--- config.mk ---
export PLATFORM = sky130hd
export DESIGN_NAME = line_raster_engine
export DESIGN_NICKNAME = d
export VERILOG_FILES = /design/src/rtl/line_raster_pkg.sv /design/src/rtl/line_raster_engine_step.sv /design/src/rtl/line_raster_engine.sv
export SDC_FILE = /design/constraint.sdc
export NUM_CORES = 1
export LEC_CHECK = 0
export BUFFER_PORTS_ARGS = -buffer_cell sky130_fd_sc_hd__clkbuf_2
export CORE_MARGIN = 1.5
export CORE_UTILIZATION = 25
export CTS_CLUSTER_DIAMETER = 40
export DETAILED_ROUTE_END_ITERATION = 8
export GPL_TIMING_DRIVEN = 0
export PLACE_DENSITY_LB_ADDON = 0.25
export SETUP_SLACK_MARGIN = 0.4
export SYNTH_ARGS = -nofsm -noshare
export SYNTH_HDL_FRONTEND = slang
export SYNTH_SLANG_ARGS = --single-unit
--- constraint.sdc ---
create_clock -name clk -period 4.8 [get_ports clk]
set_clock_uncertainty 0.05 [all_clocks]
set_input_delay 0.72 -clock clk [delete_from_list [all_inputs] [get_ports clk]]
set_output_delay 0.72 -clock clk [all_outputs]
set_load 0.01 [all_outputs]
--- src/rtl/line_raster_pkg.sv ---
// Shared types for the line/fill rasteriser: coordinate type,
// FSM state encoding and request mode.
package line_raster_pkg;

    parameter int COORD_W = 11;

    typedef logic [COORD_W-1:0] coord_t;

    typedef enum logic [2:0] {
        IDLE,
        SETUP,
        DRAW,
        FILL,
        DONE
    } state_e;

    typedef enum logic {
        MODE_LINE,
        MODE_FILL
    } mode_e;

endpackage

--- src/rtl/line_raster_engine_step.sv ---
// One combinational Bresenham step: next point, next error term,
// and whether the current point is the line endpoint.
module bresenham_step #(
    parameter int COORD_W = 11
) (
    input  logic [COORD_W-1:0]        x,
    input  logic [COORD_W-1:0]        y,
    input  logic [COORD_W-1:0]        x_end,
    input  logic [COORD_W-1:0]        y_end,
    input  logic signed [COORD_W+1:0] err,
    input  logic signed [COORD_W+1:0] dx,
    input  logic signed [COORD_W+1:0] dy,
    input  logic                      sx,
    input  logic                      sy,
    output logic [COORD_W-1:0]        x_next,
    output logic [COORD_W-1:0]        y_next,
    output logic signed [COORD_W+1:0] err_next,
    output logic                      last
);

    localparam logic [COORD_W-1:0] ONE = 1;
    localparam logic signed [COORD_W+1:0] ZERO = '0;

    logic signed [COORD_W+2:0] e2;
    logic signed [COORD_W+2:0] dx_w;
    logic signed [COORD_W+2:0] dy_w;
    logic signed [COORD_W+1:0] add_x;
    logic signed [COORD_W+1:0] add_y;
    logic                      step_x;
    logic                      step_y;

    // sx/sy set means step in the negative direction
    always_comb begin
        e2       = {err, 1'b0};
        dx_w     = {dx[COORD_W+1], dx};
        dy_w     = {dy[COORD_W+1], dy};
        step_x   = (e2 >= dy_w);
        step_y   = (e2 <= dx_w);
        add_x    = step_x ? dy : ZERO;
        add_y    = step_y ? dx : ZERO;
        err_next = err + add_x + add_y;
        x_next   = x;
        y_next   = y;
        if (step_x) x_next = sx ? x - ONE : x + ONE;
        if (step_y) y_next = sy ? y - ONE : y + ONE;
        last     = (x == x_end) && (y == y_end);
    end

endmodule

--- src/rtl/line_raster_engine.sv ---
// Handshaked Bresenham line rasteriser with a full-area fill mode,
// feeding one pixel per valid/ready transfer to a frame buffer port.
module line_raster_engine #(
    parameter int COORD_W = 11,
    parameter int X_MAX   = 640,
    parameter int Y_MAX   = 480
) (
    input  logic               clk,
    input  logic               reset,
    input  logic               start,
    input  logic               mode,
    input  logic               color_in,
    input  logic [COORD_W-1:0] x0,
    input  logic [COORD_W-1:0] y0,
    input  logic [COORD_W-1:0] x1,
    input  logic [COORD_W-1:0] y1,
    output logic               busy,
    output logic               done,
    output logic               pixel_valid,
    input  logic               pixel_ready,
    output logic [COORD_W-1:0] x,
    output logic [COORD_W-1:0] y,
    output logic               pixel_color
);

    import line_raster_pkg::*;

    localparam int SW = COORD_W + 2;
    localparam logic [COORD_W-1:0] ONE    = 1;
    localparam logic [COORD_W-1:0] X_LAST = COORD_W'(X_MAX - 1);
    localparam logic [COORD_W-1:0] Y_LAST = COORD_W'(Y_MAX - 1);

    state_e state;

    logic [COORD_W-1:0] xa, ya, xb, yb;
    logic signed [SW-1:0] err, dx, dy;
    logic sx, sy;

    logic signed [SW-1:0] dx_raw, dy_raw, adx, ady;
    logic [COORD_W-1:0] x_step, y_step;
    logic signed [SW-1:0] err_step;
    logic last;

    always_comb begin
        dx_raw = signed'({2'b00, xb}) - signed'({2'b00, xa});
        dy_raw = signed'({2'b00, yb}) - signed'({2'b00, ya});
        adx    = dx_raw[SW-1] ? -dx_raw : dx_raw;
        ady    = dy_raw[SW-1] ? -dy_raw : dy_raw;
    end

    bresenham_step #(.COORD_W(COORD_W)) u_step (
        .x        (x),
        .y        (y),
        .x_end    (xb),
        .y_end    (yb),
        .err      (err),
        .dx       (dx),
        .dy       (dy),
        .sx       (sx),
        .sy       (sy),
        .x_next   (x_step),
        .y_next   (y_step),
        .err_next (err_step),
        .last     (last)
    );

    always_ff @(posedge clk) begin
        if (reset) begin
            state       <= IDLE;
            busy        <= 1'b0;
            done        <= 1'b0;
            pixel_valid <= 1'b0;
            pixel_color <= 1'b0;
            x           <= '0;
            y           <= '0;
            xa          <= '0;
            ya          <= '0;
            xb          <= '0;
            yb          <= '0;
            err         <= '0;
            dx          <= '0;
            dy          <= '0;
            sx          <= 1'b0;
            sy          <= 1'b0;
        end else begin
            done <= 1'b0;
            unique case (state)
                IDLE: begin
                    if (start) begin
                        xa          <= x0;
                        ya          <= y0;
                        xb          <= x1;
                        yb          <= y1;
                        pixel_color <= color_in;
                        busy        <= 1'b1;
                        if (mode_e'(mode) == MODE_FILL) begin
                            x           <= '0;
                            y           <= '0;
                            pixel_valid <= 1'b1;
                            state       <= FILL;
                        end else begin
                            state <= SETUP;
                        end
                    end
                end
                SETUP: begin
                    dx          <= adx;
                    dy          <= -ady;
                    err         <= adx - ady;
                    sx          <= !(xa < xb);
                    sy          <= !(ya < yb);
                    x           <= xa;
                    y           <= ya;
                    pixel_valid <= 1'b1;
                    state       <= DRAW;
                end
                DRAW: begin
                    if (pixel_ready) begin
                        if (last) begin
                            pixel_valid <= 1'b0;
                            busy        <= 1'b0;
                            done        <= 1'b1;
                            state       <= DONE;
                        end else begin
                            x   <= x_step;
                            y   <= y_step;
                            err <= err_step;
                        end
                    end
                end
                FILL: begin
                    if (pixel_ready) begin
                        if (x == X_LAST) begin
                            if (y == Y_LAST) begin
                                pixel_valid <= 1'b0;
                                busy        <= 1'b0;
                                done        <= 1'b1;
                                state       <= DONE;
                            end else begin
                                x <= '0;
                                y <= y + ONE;
                            end
                        end else begin
                            x <= x + ONE;
                        end
                    end
                end
                DONE: begin
                    state <= IDLE;
                end
            endcase
        end
    end

endmodule
; Word level (Yosys, flattened, before mapping)
; Cells that the tools add are included.
[classes]
n_lt_le_gt_ge = 4
muxes = 49
reduce_logical = 14
add_sub_neg = 12
n_eq_ne = 20
[ops]
columns = op, n
row1 = $mux 11, 16
row2 = $pmux 11 s4, 2
row3 = $mux 13, 6
row4 = $add 13x13->13, 2
row5 = $neg 12->13, 2
row6 = $pmux 13 s2, 1
row7 = $sub 11x11->12, 2
row8 = $add 11x1->11 const B, 2
row9 = $eq 11x11->1, 2
row10 = $lt 11x11->1, 2
row11 = $sub 11x1->11 const B, 2
row12 = $mux 3, 6
row13 = $ne 2x2->1 const B, 9
row14 = $reduce_and 8->1, 2
row15 = $pmux 3 s5, 1
row16 = $ge 14x13->1, 1
row17 = $le 14x13->1, 1
row18 = $mux 1, 13
row19 = $neg 13->13, 1
row20 = $sub 13x13->13, 1
row21 = $eq 11x10->1 const B, 1
row22 = $eq 11x9->1 const B, 1
row23 = $reduce_and 9->1, 1
row24 = $reduce_and 7->1, 1
row25 = other kinds (18), 21
[totals]
register_bits = 114
input_bits = 50

; Depth between registers and ports, before layout
; Gate-level depths: netlist of the first run.
[depth]
word_depth = 7
mapped_depth = 24
mapped_depth_nobuf = 23

; Hierarchy
; A second synthesis of the first run with hierarchy kept.
[hier_totals]
cells_unflattened = 1333
hier_area_um2 = 10102.2
[modules_own_cells]
columns = module, seq_area_each_um2, instances, area_per_inst_um2, cells_each
row1 = line_raster_engine, 2282.2, 1, 7402.1, 972
row2 = bresenham_step, 0.0, 1, 2700.1, 361

; Worst setup path after synthesis of the first run
; Ideal clock, no wire load.
[synth_timing]
path_type = register -> register
startpoint = register dx[10]
endpoint = register err[12]
slack_ps = 499
required_ps = 4659
stages_incl_launch_ff = 21
arrival_ps = 4160
setup_time_ps = 91
n_path_buf = 0
path_cell_list = dfxtp_1 inv_1 ha_1 nand3_1 or3_1 o211ai_1 a21oi_1 a211o_1 and2_1 fa_1 ha_1 a21o_1 a21oi_1 o21ai_0 a21o_1 a21oi_1 o21ai_0 o41ai_1 xnor2_1 nand2_1 a311oi_1
[synth_via]
elab_chain_cells = 6
[synth_lines]
columns = element, line
row1 = "start, declared", line_raster_engine.sv:36  ; logic signed [SW-1:0] err, dx, dy;
row2 = "start signal, assigned", line_raster_engine.sv:81  ; dx <= '0;
row3 = "start signal, assigned", line_raster_engine.sv:107  ; dx <= adx;
row4 = $le 14x13->1, line_raster_engine_step.sv:38  ; step_y = (e2 <= dx_w);
row5 = $mux 13 *, line_raster_engine_step.sv:40  ; add_y = step_y ? dx : ZERO;
row6 = $add 13x13->13 *, line_raster_engine_step.sv:41  ; err_next = err + add_x + add_y;
row7 = $mux 13 *, line_raster_engine.sv:119  ; if (last) begin
row8 = $mux 13 *, line_raster_engine.sv:118  ; if (pixel_ready) begin
row9 = $pmux 13 s2 *, line_raster_engine.sv:87  ; unique case (state)
row10 = "end signal, assigned", line_raster_engine.sv:109  ; err <= adx - ady;
row11 = "end signal, assigned", line_raster_engine.sv:127  ; err <= err_step;
row12 = "end, declared", line_raster_engine.sv:36
; Mark *: on every way between the ends. The rest lies on a longest branch, timed or not. The select of a mux whose other input is x is not followed.
; A chain may end at the register's enable or synchronous reset.

; Final worst setup path of the first run
[layout_timing]
startpoint = register dx[10]
endpoint = register err[11]
; Same word-level chain as after synthesis.

==> results.ini, run 1 <==
[clocking]
htreeDepth=4
clock_sinks=114
cts_buffers=17
cts_root_buf=clkbuf_16
tritoncts=built
path_clk_slew_ns=0.06
clk_latency_ns=0.44
ctsHoldBuffers=0
cts_max_path_buffers=2

[routing]
antenna_left=0
vias_per_cell=4.91
dr.pass1.iters=5
totalWireLength_um=33800
post_drt_wl_per_cell_um=17.6
num_vias=9435
drtIter0Drc=835
drc=0

[timing]
slew_headroom=0.283
worstMarginPinSlew_ns=1.07
layout_min_cycle_time_ns=4.46
fmax_mhz=224
final_max_slew_viol_count=0
rsz0062_at_grt=yes
whs_ns=0.413
final-setup-viol-count=0
post-route-period-util=0.930
timing.final.hold_violations=0

[place]
dp_hpwl_um=25700
gp_congestion=0.927
port_buffers=74

[cells_and_area]
area_delta_synth_final_pct=25.2
reg.largest.list=dx (13), dy (13), err (13)
num-nets-final=1542
fill_cells=4107
drive_above_1_share=0.202
antenna_cells=0

[logic_synthesis]
async_flop_share=0
synthesis.area_um2=9460
synth_seq_area_share=0.241
ys_types=80
syn-num-nets=1410
avgSynthCellArea_um2=7.47
synth_cells=1267
ys_warn_count=0
synth_seq_cells=114
synthFlopType=dfxtp_1
synth_edf_count=0

[worst_setup_path]
worst-endpoint-required_ns=5.07
worstSetupStartpointType=flop
worstSetupPathType=reg2reg
end_kind=flop
cpPeakStageDelay_ns=0.54
worstPathArrival_ns=4.73
path_max_fanout=4
path_cells=inv_2, ha_4, nand3_2, or3_4, o211ai_1, a21oi_1, a211o_2, and2_4, fa_2, ha_4, inv_2, fa_2, nor2b_2, o21ai_2, a21boi_2, o21ai_1, nand2b_1, a21o_1, a21oi_2, o21ai_1, mux2i_1, o31ai_2
slowest_stage=fa_2

[global_routing]
grt_util_met3=0.0297
grt_use_met1=0.230
grt-ovfl-total=0
antenna_found_initial=0
busiest_layer=met2
grt_use_total=0.175
grt_max_degree=17
grt_pass1_vias=9153
grtUsageMet2=0.282
grt_pass1_wl_um=52000

[floorplan]
core_region_area_um2=37500
rows=71
die-height_um=198
io_pins=76
initial_core_util=0.252
chipWidth_um=198
dieArea_um2=39000

[status]
status=complete, no violations

[hold_path]
hp-class=reg2reg

[job]
maxCapViolations=0

-- final timing paths --
path	startpoint	end	slack (ns)	cells past startpoint
min	xa[3]	xa[3]	0.41	2
max reg2reg	dx[10]	err[11]	0.34	22
max	dx[10]	err[11]	0.34	22
min reg2reg	xa[3]	xa[3]	0.41	2
-- layout make-up --
type	count	area (um^2)	area share
Buffer	70	317	0.0267
Clock buffer	17	425	0.0359
Clock inverter	14	111	0.00940
Inverter	89	337	0.0284
Multi-Input combinational cell	994	7040	0.594
Sequential cell	114	2310	0.195
Tap cell	511	639	0.0540
Timing Repair Buffer	113	663	0.0560
-- worst max-delay path, delay by kind of cell (launching register included) --
kind	cells	cell delay (ns)
compound gates	10	1.40
fa+ha+maj	4	1.35
simple gates	5	0.84
flops	1	0.35
mux	1	0.27
buf+inv	2	0.09
-- routing by layer --
metal / share of wire / vias to the layer above
met1: 0.47 / 4454
met2: 0.46 / 255
met3: 0.043 / 53
li1: - / 4673
met5: 0 / -
met4: 0.034 / 0
-- stage by stage --
stage	setup slack (ns)	setup TNS, ns	area (um^2)	instances	util
6_report	0.336	0	11800	1922	0.316
3_5_place_dp	-0.760	-2.45	10500	1852	0.279
2_1_floorplan	0.499	0	9460	1267	-
4_1_cts	0.348	0	11600	1910	0.308
5_1_grt	0.126	0	11800	1922	0.316
3_3_place_gp	-0.710	-2.34	10500	1852	0.279
-- cell usage after synthesis (all sizes together), types with 26 or more instances --
| library cell | n | share of area |
|---|---|---|
| nand2 | 173 | 0.069 |
| a21oi | 118 | 0.063 |
| dfxtp | 114 | 0.24 |
| nor2 | 103 | 0.041 |
| inv | 89 | 0.035 |
| ha | 77 | 0.10 |
| o21ai | 63 | 0.033 |
| xnor2 | 57 | 0.053 |
| clkbuf | 54 | 0.021 |
| a211oi | 37 | 0.030 |
| nand3 | 34 | 0.018 |
| xor2 | 32 | 0.034 |
| nor3 | 28 | 0.015 |
| and2 | 26 | 0.017 |
-- logic make-up after synthesis --
logic type,synth area share
simple gates,0.245
compound gates,0.214
buf+inv,0.0665
flops,0.241
fa+ha+maj,0.137
xor+xnor,0.0887
mux,0.00741
-- layout by cell type (no fill, tap or decap), types with 6 or more instances in the layout --
cell       Yosys  routed
mux2i_1        7       7
xnor2_1       57      48
inv_2          1       7
ha_4           0      11
a21oi_2        1      13
dfxtp_2        0      22
nor2_1       102      99
inv_1         88      81
a21oi_1      117     105
a21o_1        18      18
o21ai_0       58      47
xor2_2         5       9
a211oi_1      36      35
xnor2_2        0       8
nor4_1         9       8
o21a_1         9       9
clkinv_4       0       6
xor2_1        27      23
clkbuf_16      0      17
nor3_1        28      25
o21bai_1       6       6
o21ai_1        5      11
or3_1         14      12
nor2b_1       14      12
buf_1          7       7
clkbuf_2       0      74
nand2_1      172     170
o31ai_1        8       7
ha_1          77      65
nand3_1       34      33
a22oi_1       10       9
nor3b_1        7       7
and2_1        26      24
nand2b_1      16      16
fa_1          16      11
buf_4          1      40
clkbuf_1      54      52
dfxtp_1      114      91
and3_1        15      15
nand4_1       19      19
-- what timing repair did --
action	4_1_cts	5_1_grt
pin swaps	32	39
endpoints found under the hold margin	0	0
endpoints found under the setup margin	8	7
buffers inserted	27	12
gates resized for setup	83	53
Power of run 1 is left out: the tool's default activity adds up to more than one toggle a clock period on the data nets, which glitch-free logic cannot reach.
==> run 2, diff against run 1 <==
--- a/config.mk
+++ b/config.mk
@@ -6,6 +6,7 @@
 export NUM_CORES = 1
 export LEC_CHECK = 0
 export BUFFER_PORTS_ARGS = -buffer_cell sky130_fd_sc_hd__clkbuf_2
+export CORE_ASPECT_RATIO = 0.8
 export CORE_MARGIN = 1.5
 export CORE_UTILIZATION = 25
 export CTS_CLUSTER_DIAMETER = 40
==> run 2 against run 1 <==
Final area hardly changed. Sequential share of layout area about the same. Cell count shrank 1.2%. Highest routed layer unchanged. Flip-flop and latch count unchanged. Via count increased by 0.51%. Routed wire length is essentially flat. Core utilization is 0.23 points higher. Global-route usage is 0.22 points higher. Count of clock-buffer cells in the layout rose by 1. Die area barely moved. Fmax is 0.51% higher.
==> results.ini, run 2 (same netlist as run 1, synthesis figures left out) <==
[timing]
post-route-period-util=0.925  ; -0.00472
fmax_mhz=225  ; +0.51%
timing.final.hold_violations=0  ; unchanged
final-setup-viol-count=0  ; unchanged
worstMarginPinSlew_ns=1.01  ; -0.0688 ns
slew_headroom=0.329  ; +0.0459
final_max_slew_viol_count=0  ; unchanged
rsz0062_at_grt=yes
layout_min_cycle_time_ns=4.44  ; -0.0226 ns

[clocking]
path_clk_slew_ns=0.06  ; about the same
cts_buffers=17  ; unchanged
cts_max_path_buffers=2  ; unchanged
ctsHoldBuffers=0  ; unchanged
clock_sinks=114  ; unchanged
clk_latency_ns=0.44  ; about the same
tritoncts=built
htreeDepth=4  ; unchanged
cts_root_buf=clkbuf_16

[global_routing]
grtUsageMet2=0.267  ; -0.0147
grt-ovfl-total=0  ; unchanged
antenna_found_initial=0  ; unchanged
grt_pass1_vias=9161  ; +0.087%
grt_util_met3=0.0275  ; -0.00222
grt_use_met1=0.259  ; +0.0291
grt_pass1_wl_um=52700  ; +1.3%
grt_max_degree=17  ; unchanged
busiest_layer=met2
grt_use_total=0.177  ; +0.00218

[cells_and_area]
final_cell_mix=172 x nand2_1, 107 x a21oi_1, 100 x nor2_1
num-nets-final=1541  ; -0.065%
multi_input_area_um2=7020  ; -0.21%
mostFrequentLayoutCell=nand2_1
regArea_um2=2310  ; -0.16%
area_delta_synth_final_pct=25.2  ; about the same
fin_area_um2=11800  ; about the same
reg.largest.list=dx (13), dy (13), err (13)
drive_above_1_share=0.198  ; -0.00425
fill_cells=4074  ; -0.80%
antenna_cells=0  ; unchanged

[routing]
num_vias=9483  ; +0.51%
antenna_left=0  ; unchanged
drtIter0Drc=750  ; -10%
drc=0  ; unchanged
vias_per_cell=5.00  ; +1.8%
totalWireLength_um=33800  ; about the same
post_drt_wl_per_cell_um=17.8  ; +1.3%
dr.pass1.iters=5  ; unchanged

[floorplan]
core_region_area_um2=37200  ; -0.75%
initial_core_util=0.254  ; +0.00192
dieArea_um2=39000  ; about the same
rows=63  ; -11%
chipWidth_um=221  ; +12%
die-height_um=177  ; -10%
io_pins=76  ; unchanged

[place]
placed_area_um2=10400  ; -0.29%
port_buffers=74  ; unchanged
dp_hpwl_um=25900  ; +0.67%
gp_congestion=0.936  ; +0.97%

[worst_setup_path]
worst-endpoint-required_ns=5.06  ; about the same
worstPathArrival_ns=4.70  ; -0.03 ns
ff2ff_path_depth=21  ; -4.5%
path_max_fanout=5  ; +1
end_kind=flop
worstSetupPathType=reg2reg
worstSetupStartpointType=flop

[job]
maxCapViolations=0  ; unchanged

[hold_path]
hold-path-cell-count=2  ; unchanged
hp-class=reg2reg

[status]
status=complete, no violations

[run 2: changes by cell type in the layout (fill, tap and decap cells not counted), moves of 3 or more]
cell	before	now
inv_6	3	7
o21ai_0	47	50
clkinv_4	6	2
ha_2	1	4
[run 2: worst paths after layout]
check	start	endpoint	slack [ns]
hold / removal	ya[1]	ya[1]	0.41
setup / recovery	xa[1]	err[12]	0.36
setup reg to reg	xa[1]	err[12]	0.36
hold reg to reg	ya[1]	ya[1]	0.41
[run 2: repair_timing]
action / in CTS / in global routing
setup endpoints to repair: 8 / 7
setup buffers: 30 / 8
pin swaps: 34 / 28
resized for setup: 87 / 36
[run 2: cell type report]
cell class / count / share of cell area
Buffer: 70 / 0.0261
Clock buffer: 18 / 0.0362
Clock inverter: 14 / 0.0143
Inverter: 89 / 0.0284
Multi-Input combinational cell: 994 / 0.593
Sequential cell: 114 / 0.195
Tap cell: 487 / 0.0515
Timing Repair Buffer: 112 / 0.0554
[run 2: per-layer routing]
layer | part of all wire | up-vias
li1 | - | 4683
met1 | 0.50 | 4438
met2 | 0.43 | 325
met3 | 0.058 | 37
met4 | 0.015 | 0
met5 | 0 | -
[run 2: critical path, cell delays in order, from the launching register on]
cell       delay (ns)
dfxtp_2          0.38
inv_1            0.09
ha_1             0.30
nor2b_2          0.19
o2111ai_1        0.15
and3_1           0.19
or2_4            0.26
o31a_1           0.33
nor2_2           0.14
a21oi_2          0.06
buf_4            0.15
fa_2             0.39
nor2b_1          0.13
o21ai_1          0.08
a21oi_1          0.21
o21a_1           0.18
o21ai_1          0.06
nand2b_1         0.16
a311oi_2         0.14
maj3_1           0.38
o21ai_2          0.16
a311oi_1         0.10
[run 2: stage by stage]
| step | TNS (ns) | setup slack, ns | util | std cells | hold WS (ns) |
|---|---|---|---|---|---|
| finish | 0 | 0.358 | 0.318 | 1898 | 0.407 |
| global placement | -2.10 | -0.703 | 0.281 | 1828 | 0.396 |
| floorplan | 0 | 0.499 | - | 1267 | 0.386 |
| global route | 0 | 0.157 | 0.318 | 1898 | 0.435 |
| CTS | 0 | 0.323 | 0.313 | 1890 | 0.409 |
| detailed placement | -1.95 | -0.675 | 0.281 | 1828 | 0.401 |
Power of run 2 is left out for the same reason.
==> run 3, diff against run 2 <==
--- a/config.mk
+++ b/config.mk
@@ -14,6 +14,7 @@
 export GPL_TIMING_DRIVEN = 0
 export PLACE_DENSITY_LB_ADDON = 0.25
 export SETUP_SLACK_MARGIN = 0.4
+export SKIP_LAST_GASP = 1
 export SYNTH_ARGS = -nofsm -noshare
 export SYNTH_HDL_FRONTEND = slang
 export SYNTH_SLANG_ARGS = --single-unit
==> constraint.sdc (replaced) <==
create_clock -name clk -period 4.3 [get_ports clk]
set_clock_uncertainty 0.05 [all_clocks]
set_input_delay 0.645 -clock clk [delete_from_list [all_inputs] [get_ports clk]]
set_output_delay 0.645 -clock clk [all_outputs]
set_load 0.01 [all_outputs]
==> run 3 against run 2 <==
The run now ends with setup timing left. Final area rose by 3.3%. Core utilization rose by 1.1 points. Critical path depth fell by 1. Highest routed layer unchanged.
==> results.ini, run 3 (same netlist as run 1, synthesis figures left out) <==
[status]
status=complete, but fails checks
violations=setup timing

[routing]
dr.pass1.iters=5  ; unchanged
drtIter0Drc=749  ; -0.13%
totalWireLength_um=35100  ; +3.8%
num_vias=9697  ; +2.3%
vias_per_cell=5.05  ; +1.0%
antenna_left=0  ; unchanged
drc=0  ; unchanged
post_drt_wl_per_cell_um=18.3  ; +2.6%

[clocking]
tritoncts=built
clock_sinks=114  ; unchanged
path_clk_slew_ns=0.06  ; about the same
cts_buffers=17  ; unchanged
htreeDepth=4  ; unchanged
cts_root_buf=clkbuf_16
cts_max_path_buffers=2  ; unchanged
clk_latency_ns=0.44  ; about the same

[floorplan]
die-height_um=177  ; unchanged
dieArea_um2=39000  ; unchanged
rows=63  ; unchanged
io_pins=76  ; unchanged
initial_core_util=0.254  ; unchanged
core_region_area_um2=37200  ; unchanged
chipWidth_um=221  ; unchanged

[worst_setup_path]
worstSetupStartpointType=flop
path_max_fanout=4  ; -1
worst-endpoint-required_ns=4.59  ; -0.47 ns
end_kind=flop
worstSetupPathType=reg2reg
worstPathArrival_ns=4.74  ; +0.04 ns

[cells_and_area]
num-nets-final=1565  ; +1.6%
reg.largest.list=dx (13), dy (13), err (13)
mostFrequentLayoutCell=nand2_1
area_delta_synth_final_pct=29.3
antenna_cells=0  ; unchanged
fin_area_um2=12200  ; +3.3%
final_cells=1921  ; +1.2%
fill_cells=4010  ; -1.6%
final_cell_mix=170 x nand2_1, 104 x a21oi_1, 97 x nor2_1
drive_above_1_share=0.234  ; +0.0359

[place]
port_buffers=74  ; unchanged
dp.cells=1828  ; unchanged
placed_area_um2=10500  ; +0.60%
gp_congestion=0.900  ; -3.9%
dp_hpwl_um=26300  ; +1.7%

[global_routing]
grt-ovfl-total=0  ; unchanged
grt_max_degree=17  ; unchanged
grt_use_total=0.181  ; +0.00408
antenna_found_initial=0  ; unchanged
grt_pass1_vias=9184  ; +0.25%
grt_pass1_wl_um=53600  ; +1.8%

[hold_path]
hp-class=in2reg

[timing]
final_max_slew_viol_count=0  ; unchanged
worst_slack_ns=-0.154  ; -0.513 ns
rsz0062_at_grt=yes
slew_headroom=0.289  ; -0.0406
layout_min_cycle_time_ns=4.45  ; +0.0129 ns
final-setup-viol-count=5  ; +5
fmax_mhz=224  ; -0.29%
timing.final.hold_violations=0  ; unchanged
post-route-period-util=1.04  ; +0.111
worstMarginPinSlew_ns=1.07  ; +0.0610 ns

[job]
maxCapViolations=0  ; unchanged

[run 3: cell types whose count changed in the layout (fill, tap and decap cells not counted), sizes merged]
cell	delta
buf	+25
inv	-5
clkinvlp	+3
clkbuf	-1
clkinv	+1
[run 3: routing by layer]
metal | vias to the layer above | part of all wire | track usage
met5 | - | 0 | 0
met4 | 0 | 0.015 | 0.0490
met3 | 35 | 0.058 | 0.0256
met2 | 293 | 0.43 | 0.269
met1 | 4648 | 0.50 | 0.269
li1 | 4721 | - | -
[run 3: stage by stage]
step / worst slack [ns] / utilization / hold slack (ns) / setup TNS [ns]
after floorplan: 0.251 / - / 0.385 / 0
after global placement: -0.886 / 0.282 / 0.395 / -4.39
after detailed placement: -0.854 / 0.282 / 0.399 / -4.20
after CTS: -0.122 / 0.321 / 0.362 / -0.336
after global routing: -0.321 / 0.329 / 0.372 / -1.34
final: -0.154 / 0.329 / 0.368 / -0.348
[run 3: repair_timing]
item | CTS | global route
hold buffers | 0 | 0
pin swaps | 51 | 41
gates resized for setup | 108 | 42
endpoints found under the setup margin | 12 | 11
gates cloned | 0 | 0
buffers inserted | 47 | 15
[run 3: cell type report]
| cell class | count | area, um^2 | area share |
|---|---|---|---|
| inverter | 89 | 337 | 0.0275 |
| tap | 487 | 609 | 0.0498 |
| buffer | 70 | 317 | 0.0259 |
| sequential | 114 | 2330 | 0.190 |
| timing repair buffer | 136 | 840 | 0.0686 |
| clock inverter | 13 | 151 | 0.0124 |
| clock buffer | 18 | 439 | 0.0359 |
| multi-input combinational | 994 | 7210 | 0.590 |
[run 3: final timing paths]
path / startpoint / to / slack (ns) / cells after the start
hold / removal: x0[8] / xa[8] / 0.37 / 3
hold reg to reg: pixel_color / pixel_color / 0.41 / 2
setup / recovery: dx[11] / err[12] / -0.15 / 20
setup reg to reg: dx[11] / err[12] / -0.15 / 20
[run 3: worst max-delay path, stage by stage (launching register included)]
cell and delay, ns:
dfxtp_2 0.33, inv_1 0.06, ha_4 0.27, nand4_1 0.08, or3_4 0.37, o211ai_1 0.20
a21oi_1 0.08, a211o_2 0.34, and2_4 0.16, fa_1 0.46, ha_1 0.29, a21o_1 0.18
a21oi_2 0.15, o21ai_1 0.07, a21o_1 0.19, a21oi_2 0.17, o21ai_2 0.10, o41ai_4 0.31
xnor2_1 0.17, nand2_1 0.07, a311oi_1 0.25
Power of run 3 is left out for the same reason.
